**config.mk**
```make
export PLATFORM = sky130hd
export DESIGN_NAME = timer_bank
export DESIGN_NICKNAME = d
export VERILOG_FILES = /design/src/rtl/timer_pkg.sv /design/src/rtl/timer_channel.sv /design/src/rtl/timer_bank.sv
export SDC_FILE = /design/constraint.sdc
export NUM_CORES = 1
export LEC_CHECK = 0
export ABC_AREA = 1
export CAP_MARGIN = 20
export CORE_MARGIN = 1
export CORE_UTILIZATION = 60
export CTS_BUF_LIST = sky130_fd_sc_hd__clkbuf_16
export CTS_CLUSTER_DIAMETER = 100
export CTS_CLUSTER_SIZE = 8
export DETAILED_ROUTE_END_ITERATION = 6
export PLACE_DENSITY = 0.78
export SETUP_SLACK_MARGIN = 0.05
export SYNTH_ARGS = -nofsm -noshare
export SYNTH_HDL_FRONTEND = slang
export SYNTH_SLANG_ARGS = --single-unit
```
**constraint.sdc**
```tcl
create_clock -name clk -period 2.16 [get_ports clk]
set_input_delay 0.432 -clock clk [delete_from_list [all_inputs] [get_ports clk]]
set_output_delay 0.432 -clock clk [all_outputs]
set_load 0.005 [all_outputs]
```
**src/rtl/timer_pkg.sv**
```systemverilog
`default_nettype none
// ============================================================================
// Module      : timer_pkg
// Description : Shared mode encodings and default reload values for timer_bank.
// Revision    : 1.0 - initial release
// ============================================================================
`ifndef BOARD_CLK_HZ
`define BOARD_CLK_HZ 50_000_000
`endif

package timer_pkg;

    localparam int unsigned c_clk_hz = `BOARD_CLK_HZ;

    localparam logic MODE_PERIODIC = 1'b0;
    localparam logic MODE_ONESHOT  = 1'b1;

    // Reload value giving a tick rate of hz; clamps to every-cycle when hz >= clock.
    function automatic int unsigned calc_top(input int unsigned hz);
        if (hz == 0 || c_clk_hz <= hz) begin
            return 0;
        end
        return (c_clk_hz / hz) - 1;
    endfunction

    localparam int unsigned c_cpu_top  = calc_top(500);
    localparam int unsigned c_60hz_top = calc_top(60);
    localparam int unsigned c_vga_top  = calc_top(25_000_000);

endpackage : timer_pkg
`default_nettype wire

```
**src/rtl/timer_channel.sv**
```systemverilog
`default_nettype none
// ============================================================================
// Module      : timer_channel
// Description : One programmable down-counter tick generator (periodic/one-shot).
// Revision    : 1.0 - initial release
// ============================================================================
module timer_channel
    import timer_pkg::*;
#(
    parameter int CNT_W = 32
) (
    input  logic             clk,
    input  logic             rst_n,
    input  logic             i_wr_sel,
    input  logic [CNT_W-1:0] i_cfg_top,
    input  logic             i_cfg_mode,
    input  logic             i_cfg_en,
    input  logic             i_sync_restart,
    output logic             o_tick,
    output logic             o_active
);

    logic [CNT_W-1:0] r_top;
    logic [CNT_W-1:0] r_count;
    logic             r_mode;
    logic             r_en;
    logic             r_tick;

    always_ff @(posedge clk or negedge rst_n) begin
        if (!rst_n) begin
            r_top   <= '0;
            r_count <= '0;
            r_mode  <= MODE_PERIODIC;
            r_en    <= 1'b0;
            r_tick  <= 1'b0;
        end else if (i_wr_sel) begin
            // A write always starts a fresh period; any count in flight is dropped.
            r_top   <= i_cfg_top;
            r_mode  <= i_cfg_mode;
            r_en    <= i_cfg_en;
            r_count <= i_cfg_en ? i_cfg_top : '0;
            r_tick  <= 1'b0;
        end else if (i_sync_restart && r_en) begin
            r_count <= r_top;
            r_tick  <= 1'b0;
        end else if (r_en) begin
            if (r_count != '0) begin
                r_count <= r_count - CNT_W'(1);
                r_tick  <= 1'b0;
            end else begin
                r_tick <= 1'b1;
                if (r_mode == MODE_ONESHOT) begin
                    r_en <= 1'b0;
                end else begin
                    r_count <= r_top;
                end
            end
        end else begin
            r_tick <= 1'b0;
        end
    end

    assign o_tick   = r_tick;
    assign o_active = r_en;

endmodule : timer_channel
`default_nettype wire

```
**src/rtl/timer_bank.sv**
```systemverilog
`default_nettype none
// ============================================================================
// Module      : timer_bank
// Description : Bank of NUM_CH runtime-programmable tick generators sharing one
//               config write port and a global phase-sync restart.
// Revision    : 1.0 - initial release
// ============================================================================
module timer_bank
    import timer_pkg::*;
#(
    parameter int NUM_CH = 4,
    parameter int CNT_W  = 32,
    parameter int IDX_W  = (NUM_CH > 1) ? $clog2(NUM_CH) : 1
) (
    input  logic              clk,
    input  logic              rst_n,
    input  logic              cfg_we,
    input  logic [IDX_W-1:0]  cfg_ch,
    input  logic [CNT_W-1:0]  cfg_top,
    input  logic              cfg_mode,
    input  logic              cfg_en,
    input  logic              sync_restart,
    output logic [NUM_CH-1:0] tick,
    output logic [NUM_CH-1:0] active
);

    logic [NUM_CH-1:0] w_wr_sel;

    // Indices at or above NUM_CH match no channel, so such writes fall away.
    generate
        for (genvar i = 0; i < NUM_CH; i++) begin : g_ch
            assign w_wr_sel[i] = cfg_we && (cfg_ch == IDX_W'(i));

            timer_channel #(
                .CNT_W (CNT_W)
            ) u_channel (
                .clk            (clk),
                .rst_n          (rst_n),
                .i_wr_sel       (w_wr_sel[i]),
                .i_cfg_top      (cfg_top),
                .i_cfg_mode     (cfg_mode),
                .i_cfg_en       (cfg_en),
                .i_sync_restart (sync_restart),
                .o_tick         (tick[i]),
                .o_active       (active[i])
            );
        end
    endgenerate

endmodule : timer_bank
`default_nettype wire

```
==> results.toml <==
[timing]
worst_pin_slew_ns = 0.677
max_freq_ghz = 0.503
final_hold_viol_count = 0
period_share_pct = 92.1
rsz0062_at_grt = "yes"
finalSetupViolations = 0
slew_violations = 0
skew_ns = 0.0144
worst_slack_ns = 0.171
relSlewSlack_pct = 54.8
period_minus_slack_ns = 1.99

[placed_design]
dp_hpwl_um = 44500
dp_slack_ns = -0.159
numPortBuffers = 47
place_inst = 3006
place_congestion = 1.01

[synth]
ys_ff_latch = 268
syn_nets = 2531
synth.distinct_cells = 43
ys_seq_area_share_pct = 39.9
ys_warn_count = 0
synth.cell_area_mm2 = 0.0168
syn_area_per_cell_um2 = 6.76
synthCells = 2483

[cts]
cts_buffer_depth = 3
worstSkewPairLatency_ns = 0.53
htreeDepth = 2
post_cts_buffers = 0
clockRootBuffer = "clkbuf_16"
cts_sinks = 268
clkTransAtPathRegs_ns = 0.06
cts_made_buffers = 39
cts_tree = "done"

[floorplan]
die-area_mm2 = 0.0287
die_h_um = 169
core_area_mm2 = 0.0272
num_io_pins = 48
die_w_um = 169
rows = 60
initial_core_util_pct = 61.8

[critical_path]
cpMostUsedCell = "nand2_1"
crit_fanout = 15
startpoint_type = "flip-flop"
crit_buf_inv = 1
cp_slowest_stage_delay_ns = 0.42
path_delay_family = "simple AND/OR/NAND/NOR gates"
path_cells = "inv_1 -> ha_1 -> nand2_1 -> nor2_1 -> nand3_2 -> o21ai_4 -> nand3_1 -> nand3_1 -> nand2_1 -> nand2_1"
crit_type = "reg2reg"
worst_ep_arrival_time_ns = 2.45
end_kind = "flip-flop"
cp.required_ns = 2.62
cp_slowest_cell = "o21ai_4"

[status]
status = "completed"

[global_route]
grt_use_total_pct = 42.8
grt_pass1_vias = 16900
grt_antenna_before_repair = 2
grt_pass1_wl_um = 92800
grt_max_degree = 54
grt_overflow_total = 0

[detailed_routing]
viasPerCell = 5.77
drc = 0
routed_wl_um = 59600
drtIter0Drc = 2000
drtPass1Iterations = 6
drtAntennaViolNets = 0
wl_per_cell_um = 19.5
dr_total_vias = 17600

[power_and_ir_drop]
power.density_mw_per_mm2 = 1010
leakagePower_nw = 9.82
max-vdd-ir-drop_mv = 0.778

[finish]
syn2layout_area_growth_pct = 19.8
fill_cells = 2216
drive_gt1_share_pct = 14.4
final_nets = 2724
final_cells = 3050

[hold_path]
hold_class = "in2async"

[run]
maxCapViolations = 0
-- cell type report --
cell class / count / area [um2] / share of cell area, %
multi-input combinational: 1932 / 8850 / 44.0
sequential: 268 / 6710 / 33.3
timing repair buffer: 253 / 2360 / 11.7
clock buffer: 41 / 1030 / 5.10
inverter: 182 / 683 / 3.39
tap: 372 / 465 / 2.31
clock inverter: 1 / 30.0 / 0.149
antenna: 1 / 2.50 / 0.0124
-- path summary, 6_finish.rpt --
check	startpoint	end	slack (ns)	cells past startpoint
min in group clk	g_ch[1].u_channel.r_top[18]$_DFFE_PN0P_	g_ch[1].u_channel.r_top[18]$_DFFE_PN0P_	0.48	2
hold / removal	rst_n	g_ch[0].u_channel.r_top[20]$_DFFE_PN0P_	0.41	2
setup / recovery	g_ch[2].u_channel.r_count[0]$_DFFE_PN0P_	g_ch[2].u_channel.r_count[13]$_DFFE_PN0P_	0.17	10
max in group asynchronous	rst_n	g_ch[0].u_channel.r_top[0]$_DFFE_PN0P_	0.93	3
setup reg to reg	g_ch[2].u_channel.r_count[0]$_DFFE_PN0P_	g_ch[2].u_channel.r_count[13]$_DFFE_PN0P_	0.17	10
hold reg to reg	g_ch[1].u_channel.r_top[18]$_DFFE_PN0P_	g_ch[1].u_channel.r_top[18]$_DFFE_PN0P_	0.48	2
-- state kept, by name, summed over array words and instances, names as in the netlist --
signal,flops
g_ch.u_channel.o_tick,4
g_ch.u_channel.r_count,128
g_ch.u_channel.o_active,4
g_ch.u_channel.r_mode,4
g_ch.u_channel.r_top,128
-- power breakdown --
group / internal, W / total [W] / switching [W]
Sequential: 0.00629 / 0.00763 / 0.00135
Combinational: 0.00276 / 0.00710 / 0.00434
Clock: 0.00342 / 0.00558 / 0.00216
Total: 0.0125 / 0.0203 / 0.00784
-- synthesized netlist by cell type, drive strengths merged --
cell type	number	area, um2
a21oi	100	534
o21a	4	30.0
a22oi	1	7.51
buf	70	551
nand2	801	3080
nand3b	16	120
nor2	527	2150
nor4	3	18.8
o21ai	189	983
dfrtp	268	6710
o31ai	1	7.51
ha	8	100
o211ai	2	15.0
xnor2	27	236
inv	182	683
clkbuf	31	116
o211a	1	10.0
xor2	18	158
nand4	25	163
nand3	174	886
or2	13	81.3
nor3	14	91.3
o21bai	6	45.0
and2	2	12.5
-- routing by layer --
layer / GRT usage, % / part of all wire (%) / vias up
li1: - / - / 8226
met1: 54.4 / 39 / 8203
met2: 65.6 / 44 / 925
met3: 10.6 / 10 / 239
met4: 27.0 / 7.0 / 2
met5: 0 / 0.032 / -
-- cell families after synthesis --
logic type / synth area share [%]
AND/OR/NAND/NOR: 39.4
AO/OA/AOI/OAI: 9.72
buffers and inverters: 8.04
flip-flops: 39.9
XOR/XNOR: 2.35
adder cells (fa/ha/maj): 0.596
-- timing repair --
action / CTS / global route
gates resized for setup: 0 / 32
endpoints found under the setup margin: 0 / 90
hold endpoints to repair: 46 / 0
hold buffers: 1 / 0
-- stage by stage --
| stage | TNS, ns | area [um2] | hold WS (ns) | power, W | util, % |
|---|---|---|---|---|---|
| after floorplan | 0 | 16800 | 0.136 | 0.0119 | - |
| after CTS | 0 | 20000 | 0.447 | 0.0201 | 73.7 |
| after global placement | -2.21 | 19000 | 0.394 | 0.0142 | 69.8 |
| after detailed placement | -5.73 | 19000 | 0.394 | 0.0144 | 69.8 |
| final | 0 | 20100 | 0.409 | 0.0203 | 74.1 |
| after global routing | 0 | 20100 | 0.459 | 0.0214 | 74.0 |
-- placed cells by master, fill, tap and decap left out, drive strengths merged --
master         netlist  layout
bufinv               0       1
nor4                 3       3
a22oi                1       1
nand2              801     801
a21oi              100     100
nor2               527     527
buf                 70     207
dfrtp              268     268
diode                0       1
o211ai               2       2
xor2                18      18
ha                   8       8
nor3                14      14
nand3              174     174
clkbuf              31      41
dlygate4sd3          0       1
xnor2               27      27
o31ai                1       1
inv                182     182
nand3b              16      16
or2                 13      13
o21bai               6       6
and2                 2       2
o21a                 4       4
clkdlybuf4s50        0      45
o211a                1       1
o21ai              189     189
nand4               25      25
(Power assumes the default switching activity.)
